--- config.mk ---
export PLATFORM = sky130hd
export DESIGN_NAME = flash_array_ctrl
export DESIGN_NICKNAME = d
export VERILOG_FILES = /design/src/rtl/flash_array_ctrl.sv
export SDC_FILE = /design/constraint.sdc
export NUM_CORES = 1
export LEC_CHECK = 0
export CAP_MARGIN = 0
export CORE_MARGIN = 2
export CORE_UTILIZATION = 35
export DETAILED_ROUTE_END_ITERATION = 7
export GPL_TIMING_DRIVEN = 0
export SYNTH_ARGS = -nofsm -noshare
export SYNTH_HDL_FRONTEND = slang
export SYNTH_SLANG_ARGS = --single-unit
--- constraint.sdc ---
create_clock -name wb_clk_i -period 2.73 [get_ports wb_clk_i]
set_clock_uncertainty 0.15 [all_clocks]
set_input_delay 0.546 -clock wb_clk_i [delete_from_list [all_inputs] [get_ports wb_clk_i]]
set_output_delay 0.546 -clock wb_clk_i [all_outputs]
set_load 0.05 [all_outputs]
--- src/rtl/flash_array_ctrl.sv ---
// flash_array_ctrl: sequencer for the 8x8 flash array macro.
// It accepts READ / PROGRAM / ERASE commands on a valid/ready channel and
// drives the timed select, wordline, well-bias and sense-amp waveforms.
// READ data comes back on a valid/ready response channel.
//
// Ports:
//   wb_clk_i, wb_rst_i          clock, synchronous active-high reset
//   cmd_valid/ready, cmd_op     command channel (00 NOP, 01 READ, 10 PROG, 11 ERASE)
//   cmd_blk, cmd_wl, cmd_wdata  address and program data, latched at acceptance
//   rsp_valid/ready, rsp_rdata  read response channel
//   busy                        high whenever the sequencer is not idle
//   ssl, gsl, wl0, wl1, sl,     array control lines
//   vbpw, sen1, sen2, out_en
//   arr_out                     sense-amp outputs from the array
//   bl_data, bl_oe              bit-line drive
//
// state     | meaning
// ----------+-----------------------------------------------
// S_IDLE    | waiting for a command, cmd_ready high
// S_SETUP   | select/WL levels settle before sense or pulse
// S_PRE     | sense-amp precharge (sen1)
// S_SENSE   | sense-amp evaluate (sen2)
// S_CAPTURE | output enables on, arr_out latched at the end
// S_RESP    | read data offered, waits for rsp_ready
// S_PROG    | program pulse on the addressed wordline
// S_ERASE   | erase pulse, P-well and source line biased
// S_RECOVER | all lines low before returning to idle
//
// Every output is registered from the next-state decode, so the output
// levels line up with the state register rather than lagging it.
module flash_array_ctrl #(
  parameter int T_SETUP = 4,
  parameter int T_PRE   = 4,
  parameter int T_SENSE = 8,
  parameter int T_PROG  = 64,
  parameter int T_ERASE = 256,
  parameter int CNT_W   = 9
) (
  input  logic       wb_clk_i,
  input  logic       wb_rst_i,
  input  logic       cmd_valid,
  output logic       cmd_ready,
  input  logic [1:0] cmd_op,
  input  logic       cmd_blk,
  input  logic [1:0] cmd_wl,
  input  logic [7:0] cmd_wdata,
  output logic       rsp_valid,
  input  logic       rsp_ready,
  output logic [7:0] rsp_rdata,
  output logic       busy,
  output logic [1:0] ssl,
  output logic [1:0] gsl,
  output logic [3:0] wl0,
  output logic [3:0] wl1,
  output logic       sl,
  output logic       vbpw,
  output logic       sen1,
  output logic       sen2,
  output logic [3:0] out_en,
  input  logic [7:0] arr_out,
  output logic [7:0] bl_data,
  output logic       bl_oe
);

  typedef enum logic [3:0] {
    S_IDLE, S_SETUP, S_PRE, S_SENSE, S_CAPTURE, S_RESP, S_PROG, S_ERASE, S_RECOVER
  } state_e;

  localparam logic [1:0] OP_NOP  = 2'b00;
  localparam logic [1:0] OP_READ = 2'b01;
  localparam logic [1:0] OP_PROG = 2'b10;

  localparam logic [CNT_W-1:0] LAST_SETUP = CNT_W'(T_SETUP - 1);
  localparam logic [CNT_W-1:0] LAST_PRE   = CNT_W'(T_PRE - 1);
  localparam logic [CNT_W-1:0] LAST_SENSE = CNT_W'(T_SENSE - 1);
  localparam logic [CNT_W-1:0] LAST_PROG  = CNT_W'(T_PROG - 1);
  localparam logic [CNT_W-1:0] LAST_ERASE = CNT_W'(T_ERASE - 1);

  state_e           state_q, state_d;
  logic [CNT_W-1:0] cnt_q, cnt_d;
  logic [1:0]       op_q, op_d;
  logic             blk_q, blk_d;
  logic [1:0]       wl_q, wl_d;
  logic [7:0]       wdata_q, wdata_d;
  logic [7:0]       rdata_q, rdata_d;

  logic       cmd_ready_q, busy_q, rsp_valid_q;
  logic [1:0] ssl_q, ssl_d, gsl_q, gsl_d;
  logic [3:0] wl0_q, wl0_d, wl1_q, wl1_d, out_en_q, out_en_d;
  logic       sl_q, sl_d, vbpw_q, vbpw_d, sen1_q, sen1_d, sen2_q, sen2_d;
  logic [7:0] bl_data_q, bl_data_d;
  logic       bl_oe_q, bl_oe_d;

  logic [3:0] wl_sel;
  logic       read_ph, prog_ph, erase_ph;

  // Next-state and phase counter
  always_comb begin
    state_d = state_q;
    cnt_d   = cnt_q + CNT_W'(1);
    op_d    = op_q;
    blk_d   = blk_q;
    wl_d    = wl_q;
    wdata_d = wdata_q;
    rdata_d = rdata_q;
    unique case (state_q)
      S_IDLE: begin
        cnt_d = '0;
        // cmd_ready is high exactly in IDLE, so cmd_valid alone is the handshake
        if (cmd_valid) begin
          op_d    = cmd_op;
          blk_d   = cmd_blk;
          wl_d    = cmd_wl;
          wdata_d = cmd_wdata;
          if (cmd_op != OP_NOP) state_d = S_SETUP;
        end
      end
      S_SETUP: if (cnt_q == LAST_SETUP) begin
        cnt_d = '0;
        if (op_q == OP_READ)      state_d = S_PRE;
        else if (op_q == OP_PROG) state_d = S_PROG;
        else                      state_d = S_ERASE;
      end
      S_PRE:     if (cnt_q == LAST_PRE)   begin cnt_d = '0; state_d = S_SENSE;   end
      S_SENSE:   if (cnt_q == LAST_SENSE) begin cnt_d = '0; state_d = S_CAPTURE; end
      S_CAPTURE: begin
        cnt_d   = '0;
        rdata_d = arr_out;
        state_d = S_RESP;
      end
      S_RESP: begin
        cnt_d = '0;
        if (rsp_ready) state_d = S_IDLE;
      end
      S_PROG:    if (cnt_q == LAST_PROG)  begin cnt_d = '0; state_d = S_RECOVER; end
      S_ERASE:   if (cnt_q == LAST_ERASE) begin cnt_d = '0; state_d = S_RECOVER; end
      S_RECOVER: if (cnt_q == LAST_SETUP) begin cnt_d = '0; state_d = S_IDLE;    end
      default: begin
        cnt_d   = '0;
        state_d = S_IDLE;
      end
    endcase
  end

  // Array line decode for the upcoming state
  always_comb begin
    ssl_d     = '0;
    gsl_d     = '0;
    wl0_d     = '0;
    wl1_d     = '0;
    sl_d      = 1'b0;
    vbpw_d    = 1'b0;
    sen1_d    = 1'b0;
    sen2_d    = 1'b0;
    out_en_d  = '0;
    bl_data_d = '0;
    bl_oe_d   = 1'b0;
    wl_sel    = 4'(1) << wl_d;
    read_ph   = (state_d == S_PRE) || (state_d == S_SENSE) || (state_d == S_CAPTURE) ||
                ((state_d == S_SETUP) && (op_d == OP_READ));
    prog_ph   = (state_d == S_PROG) || ((state_d == S_SETUP) && (op_d == OP_PROG));
    erase_ph  = (state_d == S_ERASE) ||
                ((state_d == S_SETUP) && (op_d != OP_READ) && (op_d != OP_PROG));
    if (read_ph) begin
      ssl_d[blk_d] = 1'b1;
      gsl_d[blk_d] = 1'b1;
      // pass voltage on every wordline of the block except the one being read
      if (blk_d) wl1_d = ~wl_sel;
      else       wl0_d = ~wl_sel;
      sen1_d   = (state_d == S_PRE);
      sen2_d   = (state_d == S_SENSE);
      out_en_d = (state_d == S_CAPTURE) ? 4'hF : 4'h0;
    end
    if (prog_ph) begin
      ssl_d[blk_d] = 1'b1;
      bl_oe_d      = 1'b1;
      bl_data_d    = ~wdata_d;  // 0 V on a bit line programs that cell
      if (state_d == S_PROG) begin
        if (blk_d) wl1_d = wl_sel;
        else       wl0_d = wl_sel;
      end
    end
    if (erase_ph) begin
      // unselected block wordlines high to inhibit erase there
      if (blk_d) wl0_d = 4'hF;
      else       wl1_d = 4'hF;
      vbpw_d = (state_d == S_ERASE);
      sl_d   = (state_d == S_ERASE);
    end
  end

  always_ff @(posedge wb_clk_i) begin
    if (wb_rst_i) begin
      state_q     <= S_IDLE;
      cnt_q       <= '0;
      op_q        <= OP_NOP;
      blk_q       <= 1'b0;
      wl_q        <= '0;
      wdata_q     <= '0;
      rdata_q     <= '0;
      cmd_ready_q <= 1'b1;
      busy_q      <= 1'b0;
      rsp_valid_q <= 1'b0;
      ssl_q       <= '0;
      gsl_q       <= '0;
      wl0_q       <= '0;
      wl1_q       <= '0;
      sl_q        <= 1'b0;
      vbpw_q      <= 1'b0;
      sen1_q      <= 1'b0;
      sen2_q      <= 1'b0;
      out_en_q    <= '0;
      bl_data_q   <= '0;
      bl_oe_q     <= 1'b0;
    end else begin
      state_q     <= state_d;
      cnt_q       <= cnt_d;
      op_q        <= op_d;
      blk_q       <= blk_d;
      wl_q        <= wl_d;
      wdata_q     <= wdata_d;
      rdata_q     <= rdata_d;
      cmd_ready_q <= (state_d == S_IDLE);
      busy_q      <= (state_d != S_IDLE);
      rsp_valid_q <= (state_d == S_RESP);
      ssl_q       <= ssl_d;
      gsl_q       <= gsl_d;
      wl0_q       <= wl0_d;
      wl1_q       <= wl1_d;
      sl_q        <= sl_d;
      vbpw_q      <= vbpw_d;
      sen1_q      <= sen1_d;
      sen2_q      <= sen2_d;
      out_en_q    <= out_en_d;
      bl_data_q   <= bl_data_d;
      bl_oe_q     <= bl_oe_d;
    end
  end

  assign cmd_ready = cmd_ready_q;
  assign busy      = busy_q;
  assign rsp_valid = rsp_valid_q;
  assign rsp_rdata = rdata_q;
  assign ssl       = ssl_q;
  assign gsl       = gsl_q;
  assign wl0       = wl0_q;
  assign wl1       = wl1_q;
  assign sl        = sl_q;
  assign vbpw      = vbpw_q;
  assign sen1      = sen1_q;
  assign sen2      = sen2_q;
  assign out_en    = out_en_q;
  assign bl_data   = bl_data_q;
  assign bl_oe     = bl_oe_q;

endmodule

==> run_results.csv <==
group,metric,value,unit
run_status,outcome,"finished with violations",
run_status,violations,"negative setup slack",
global_route,antenna_found_initial,0,
global_route,grt_pass1_vias,2318,
run,cap_violations,0,
layout,stdcell_area,0.00406,mm²
timing,whs,305,ps
timing,final-hold-violation-count,0,
power_and_ir_drop,p_leak,1.51,nW
timing,drv_slew,0,
worst_setup_path,rr_startpoint,"cnt_q[3]$_SDFF_PP0_",
place,port_buffers,63,
global_route,grtUsageTotal,0.165,
floorplan,die_y,91.4,µm
worst_setup_path,rrSetupSlack,-70,ps
worst_setup_path,critPathKind,"register to register",
global_route,grt_pass1_wl,10900,µm
layout,antenna_cells,0,
clock_tree,cts.root.buffer_cell,"clkbuf_8",
clock_tree,cts.path.max_buffers,2,
worst_setup_path,cp-endpoint,"wl1[0]$_SDFF_PP0_",
worst_setup_path,crit_start,"cnt_q[3]$_SDFF_PP0_",
layout,final_nets,404,
synth,ys_ff_latch,62,
route,drtIter0Drc,109,
worst_setup_path,r2r_end,"wl1[0]$_SDFF_PP0_",
clock_tree,clock_latency,350,ps
worst_setup_path,critPathArrivalTime,2870,ps
floorplan,die_w,91.4,µm
timing,setup_viol,15,
power_and_ir_drop,vdd_drop_max,0.000321,V
route,drt-wirelength-per-cell,14.2,µm
route,drc,0,
route,routed_wl,6810,µm
worst_setup_path,end_kind,"register",
worst_setup_path,critPathLaunchType,"register",
timing,worstMarginPinSlew,763,ps
worst_setup_path,path_cells,"nand3_4, nor2_4, nand3_2, inv_2, ha_4, and3b_1, o21ai_2, o21ai_2, or4b_4, a31oi_4, buf_6, o311ai_2",
place,dpl_cell_area,0.00348,mm²
synth,yosysWarnings,0,
synth,synth_nets,317,
worst_setup_path,cp_max_fo,6,
timing,fin_crit_sh,1.03,
timing,max_freq,0.357,GHz
timing,setup_tns,-438,ps
timing,slew_headroom,0.491,
clock_tree,cts_htree_levels,3,
clock_tree,cts_tree,"yes",
global_route,overflow,0,
layout,drive_gt1_frac,0.255,
power_and_ir_drop,p_per_area,521,mW/mm²
worst_setup_path,crit_slowest_cell,"or4b_4",
synth,yosys.cell_types.count,51,
synth,ys.flop_type,"dfxtp_1",
route,vias,2373,
synth,syn_area_per_cell,9.28,µm²
place,dp_hpwl,4500,µm
route,antenna_left,0,
clock_tree,cts_made_buffers,9,
place,place_congestion,0.853,
synth,postSynth.asyncResetShare,0,
worst_setup_path,max_stage_delay,580,ps
clock_tree,clk_pin_slew,80,ps
worst_setup_path,r2r_cells,12,
worst_setup_path,cpMostUsedCell,"o21ai_2",
layout,utilization,0.553,
floorplan,row_count,31,
floorplan,die_area,0.00835,mm²
synth,synth-edff-count,0,
route,vias_per_cell,4.95,
layout,syn_to_final_growth,51.8,%
timing,rsz0062_at_grt,"yes",
min_path,hold_path.class,"register to register",
worst_setup_path,required,2800,ps
floorplan,coreArea,0.00733,mm²
timing,period_needed,2800,ps
global_route,grt_max_degree,13,
clock_tree,cts.sinks,62,
floorplan,io_pins,65,
route,dr.pass1.iters,4,
synth,synth_area,0.00267,mm²
floorplan,initial_core_util,0.364,
timing,setup_ws,-70.5,ps
synth,seq_area_frac_synth,0.465,
synth,synth_cells,288,
synth_stat cells (2+ instances only):
cell type | count | share of area
a21oi_1 | 17 | 0.032
buf_4 | 5 | 0.014
nor2_1 | 38 | 0.053
nor4bb_1 | 2 | 0.0075
buf_2 | 5 | 0.0094
nand2_1 | 24 | 0.034
dfxtp_1 | 62 | 0.46
nor3b_2 | 6 | 0.028
o21ai_1 | 2 | 0.0037
and2_1 | 9 | 0.021
o21ai_0 | 3 | 0.0056
and3b_1 | 2 | 0.0066
ha_1 | 4 | 0.019
xor2_1 | 3 | 0.0098
o311ai_1 | 7 | 0.023
nand4_1 | 10 | 0.023
o31ai_1 | 3 | 0.0084
and3_1 | 2 | 0.0047
xnor2_1 | 4 | 0.013
nor4_2 | 2 | 0.0094
clkbuf_1 | 8 | 0.011
nand3b_1 | 3 | 0.0084
nand3_1 | 8 | 0.015
inv_1 | 7 | 0.0098
mux2i_1 | 15 | 0.056
nor4b_1 | 3 | 0.0098
nor2b_1 | 6 | 0.014
nand2b_1 | 4 | 0.0094
or2_2 | 2 | 0.0047
metal layers:
layer | share of wire | up-vias | GRT usage
met2 | 0.45 | 76 | 0.251
met5 | 0 | - | 0
met1 | 0.47 | 1104 | 0.208
met4 | 0.015 | 0 | 0.0644
met3 | 0.071 | 10 | 0.0664
li1 | - | 1183 | -
area by class of cell:
type                            count  area (µm²)
Buffer                             18         118
Clock buffer                       10         138
Clock inverter                      6        68.8
Fill cell                         662        3280
Inverter                            7        26.3
Multi-Input combinational cell    199        1570
Sequential cell                    62        1250
Tap cell                           99         124
Timing Repair Buffer               78         754
power by group:
part / internal (mW) / switching, mW
clock: 0.451 / 0.383
combinational: 0.139 / 0.194
sequential: 0.935 / 0.0118
total: 1.52 / 0.589
critical path: cells and delay by family, from the launching register on:
kind | cells | cell delay, ps
buf+inv | 2 | 250
simple gates | 5 | 1080
flops | 1 | 400
compound gates | 4 | 650
fa+ha+maj | 1 | 140
timing repair:
item / in CTS / in global routing
hold buffers: 0 / 0
gates cloned: 2 / 0
gates resized for setup: 22 / 38
pin swaps: 10 / 7
buffers inserted: 11 / 2
setup endpoints to repair: 24 / 26
worst min-delay path by stage:
stage,from,end,slack (ps),cells past startpoint
detailed placement,cnt_q[0]$_SDFF_PP0_,cnt_q[0]$_SDFF_PP0_,290,1
global route,rsp_rdata[2]$_SDFFE_PP0P_,rsp_rdata[2]$_SDFFE_PP0P_,330,2
finish,rsp_rdata[7]$_SDFFE_PP0P_,rsp_rdata[7]$_SDFFE_PP0P_,310,2
floorplan,cnt_q[0]$_SDFF_PP0_,cnt_q[0]$_SDFF_PP0_,270,1
CTS,rsp_rdata[7]$_SDFFE_PP0P_,rsp_rdata[7]$_SDFFE_PP0P_,310,2
global placement,cnt_q[0]$_SDFF_PP0_,cnt_q[0]$_SDFF_PP0_,280,1
logic make-up (layout without fill, tap and decap cells):
family / after synthesis / count (layout) / synth area share
buffers and inverters: 27 / 119 / 0.0501
XOR/XNOR: 7 / 7 / 0.0230
flip-flops: 62 / 62 / 0.465
multiplexers: 16 / 16 / 0.0604
AO/OA/AOI/OAI: 43 / 43 / 0.110
adder cells (fa/ha/maj): 4 / 4 / 0.0187
AND/OR/NAND/NOR: 129 / 129 / 0.274
cell usage in the layout (no fill, tap or decap), drive strengths merged, types with 4 or more instances in the layout:
cell	n
inv	8
clkdlybuf4s50	63
xnor2	4
nand3	8
nand2b	4
and2	9
mux2i	15
clkbuf	15
nand4	10
dfxtp	62
nor3b	7
ha	4
o311ai	8
a21oi	17
buf	28
o21ai	5
nand2	24
nor2	38
nor2b	6
per-stage QoR:
stage	worst slack, ps	instances	total power, mW
2_1_floorplan	10.8	288	1.16
3_3_place_gp	-327	450	1.26
3_5_place_dp	-319	450	1.26
4_1_cts	-104	479	2.12
5_1_grt	-193	479	2.19
6_report	-70.5	479	2.11
registers in the layout (all words and copies together), names as in the netlist:
register	cells
wdata_q	8
wl1	4
sen2	1
cmd_ready	1
bl_oe	1
bl_data	8
op_q	2
sen1	1
cnt_q	9
wl_q	2
state_q	4
out_en	1
rsp_valid	1
gsl	2
wl0	4
vbpw	1
blk_q	1
ssl	2
busy	1
rsp_rdata	8
Power figures use the tool's default switching activity.
==> RTL change: new RTL, same flow settings <==
`CNT_W`: 9 -> 11.
--- a/src/rtl/flash_array_ctrl.sv
+++ b/src/rtl/flash_array_ctrl.sv
@@ -35,5 +35,5 @@
   parameter int T_PROG  = 64,
   parameter int T_ERASE = 256,
-  parameter int CNT_W   = 9
+  parameter int CNT_W   = 11
 ) (
   input  logic       wb_clk_i,
Function: no difference found for any inputs over 10 cycles, from zero or initial values and one cycle with wb_rst_i high; that may be too few to reach the edited logic, so the function may still have changed.
==> RTL change against the unedited design <==
The flow still finishes with violations (setup timing); sequential share of layout area rose by 0.51 points; first-iteration DRC count decreased by 4.6%; critical path type unchanged; power grew 6.3%; non-clock buffer count rose by 6; design area grew 1.1%; sequential cell count up 2; setup slack lost 28 ps; synthesized cell count grew 7.6%; clock power grew 7.6%; area after synthesis increased by 3.1%; core utilization shrank 2.0 points; routed wire length is 2.1% lower.
==> RTL change: results (changes against the unedited design) <==
Hold Path Sink -> cnt_q[0]$_SDFF_PP0_
1st-iter DRT viols -> 104 (-4.6%)
Pwr Total -> 2250 uW (+6.3%)
Drt pass-1 iters -> 5 (+1)
Normalized max-slew margin -> 0.431 (-0.0607)
Crit Path Max Fanout -> 7 (+1)
Synthesis-stage register bit count -> 64 (+3.2%)
Worst Path Arrival -> 2980 ps (+110 ps)
Non-clk bufs -> 102 (+6.3%)
Hpwl dp -> 4490 um (-0.29%)
Signal inverters -> 8 (+1)
Commonest cells in the netlist -> dfxtp_1, nor2_1, nand2_1, a21oi_1, mux2i_1
Syn_nets -> 337 (+6.3%)
Fraction of area in registers -> 0.314 (+0.00515)
PnR worst setup slack -> -98.1 ps (-27.5 ps)
Comb. pwr -> 367 uW (+10%)
Routed len/inst -> 13.0 um (-8.6%)
Worst reg2reg startpoint -> cnt_q[5]$_SDFF_PP0_
Setup Viol. Count Final -> 21 (+6)
Cells on worst reg2reg path -> 10 (-2)
Vias in the first global route -> 2188 (-5.6%)
DP Cell Count -> 475 (+5.6%)
Sequential-to-total area share from yosys stat -> 0.465 (+0.000606)
Post-CTS Setup Bufs -> 9 (-2)
First-pass GRT wire length -> 10400 um (-4.5%)
Switch share -> 0.271 (-0.00773)
Setup TNS Final -> -1130 ps (-687 ps)
RR Endpoint -> bl_data[2]$_SDFF_PP0_
Failing checks -> setup timing
Status -> complete, but fails checks
Leakage dissipation -> 0.00158 uW (+4.2%)
Layout filler cell count -> 732 (+11%)
Hold Crit Depth -> 1 (-1)
-- RTL change: cell count changes after synthesis, moves of 6 or more --
cell and change:
nand2_1 +14, o311ai_1 -7, nor3_1 +11, nor3b_2 -6, o21ai_0 +7, nand4_1 -8
-- RTL change: worst max path at each step --
stage | from | to | slack, ps | cells after the start
3_3_place_gp | cnt_q[4]$_SDFF_PP0_ | bl_data[5]$_SDFF_PP0_ | -420 | 8
4_1_cts | cnt_q[1]$_SDFF_PP0_ | wl0[1]$_SDFF_PP0_ | -180 | 8
3_5_place_dp | cnt_q[4]$_SDFF_PP0_ | bl_data[7]$_SDFF_PP0_ | -430 | 8
5_1_grt | cnt_q[5]$_SDFF_PP0_ | bl_data[1]$_SDFF_PP0_ | -170 | 10
2_1_floorplan | cnt_q[0]$_SDFF_PP0_ | wl0[0]$_SDFF_PP0_ | 3 | 8
6_report | cnt_q[5]$_SDFF_PP0_ | bl_data[2]$_SDFF_PP0_ | -100 | 10
-- RTL change: metal layers --
layer | track usage | part of all wire
met5 | 0 | 0
met1 | 0.191 | 0.46
met2 | 0.248 | 0.48
met4 | 0.0711 | 0.019
met3 | 0.0488 | 0.039
-- RTL change: cell families (layout without fill, tap and decap cells) --
logic type                 count (synthesis)  in the layout  synth area share
muxes                                     15             15            0.0550
adders and majority gates                  2              2           0.00909
AOI/OAI and AO/OA                         50             51             0.132
DFF                                       64             64             0.465
buffers and inverters                     26            126            0.0418
and+or+nand+nor                          141            141             0.259
xor gates and xnor gates                  12             12            0.0382
-- RTL change: critical path, stage by stage (launching register included) --
cell and delay, ps:
dfxtp_2 340, or4_4 550, buf_4 160, nor4_4 230
a21oi_1 120, nor4_2 380, buf_4 230, nand4_1 100
buf_6 150, a21oi_4 210, and2_1 160
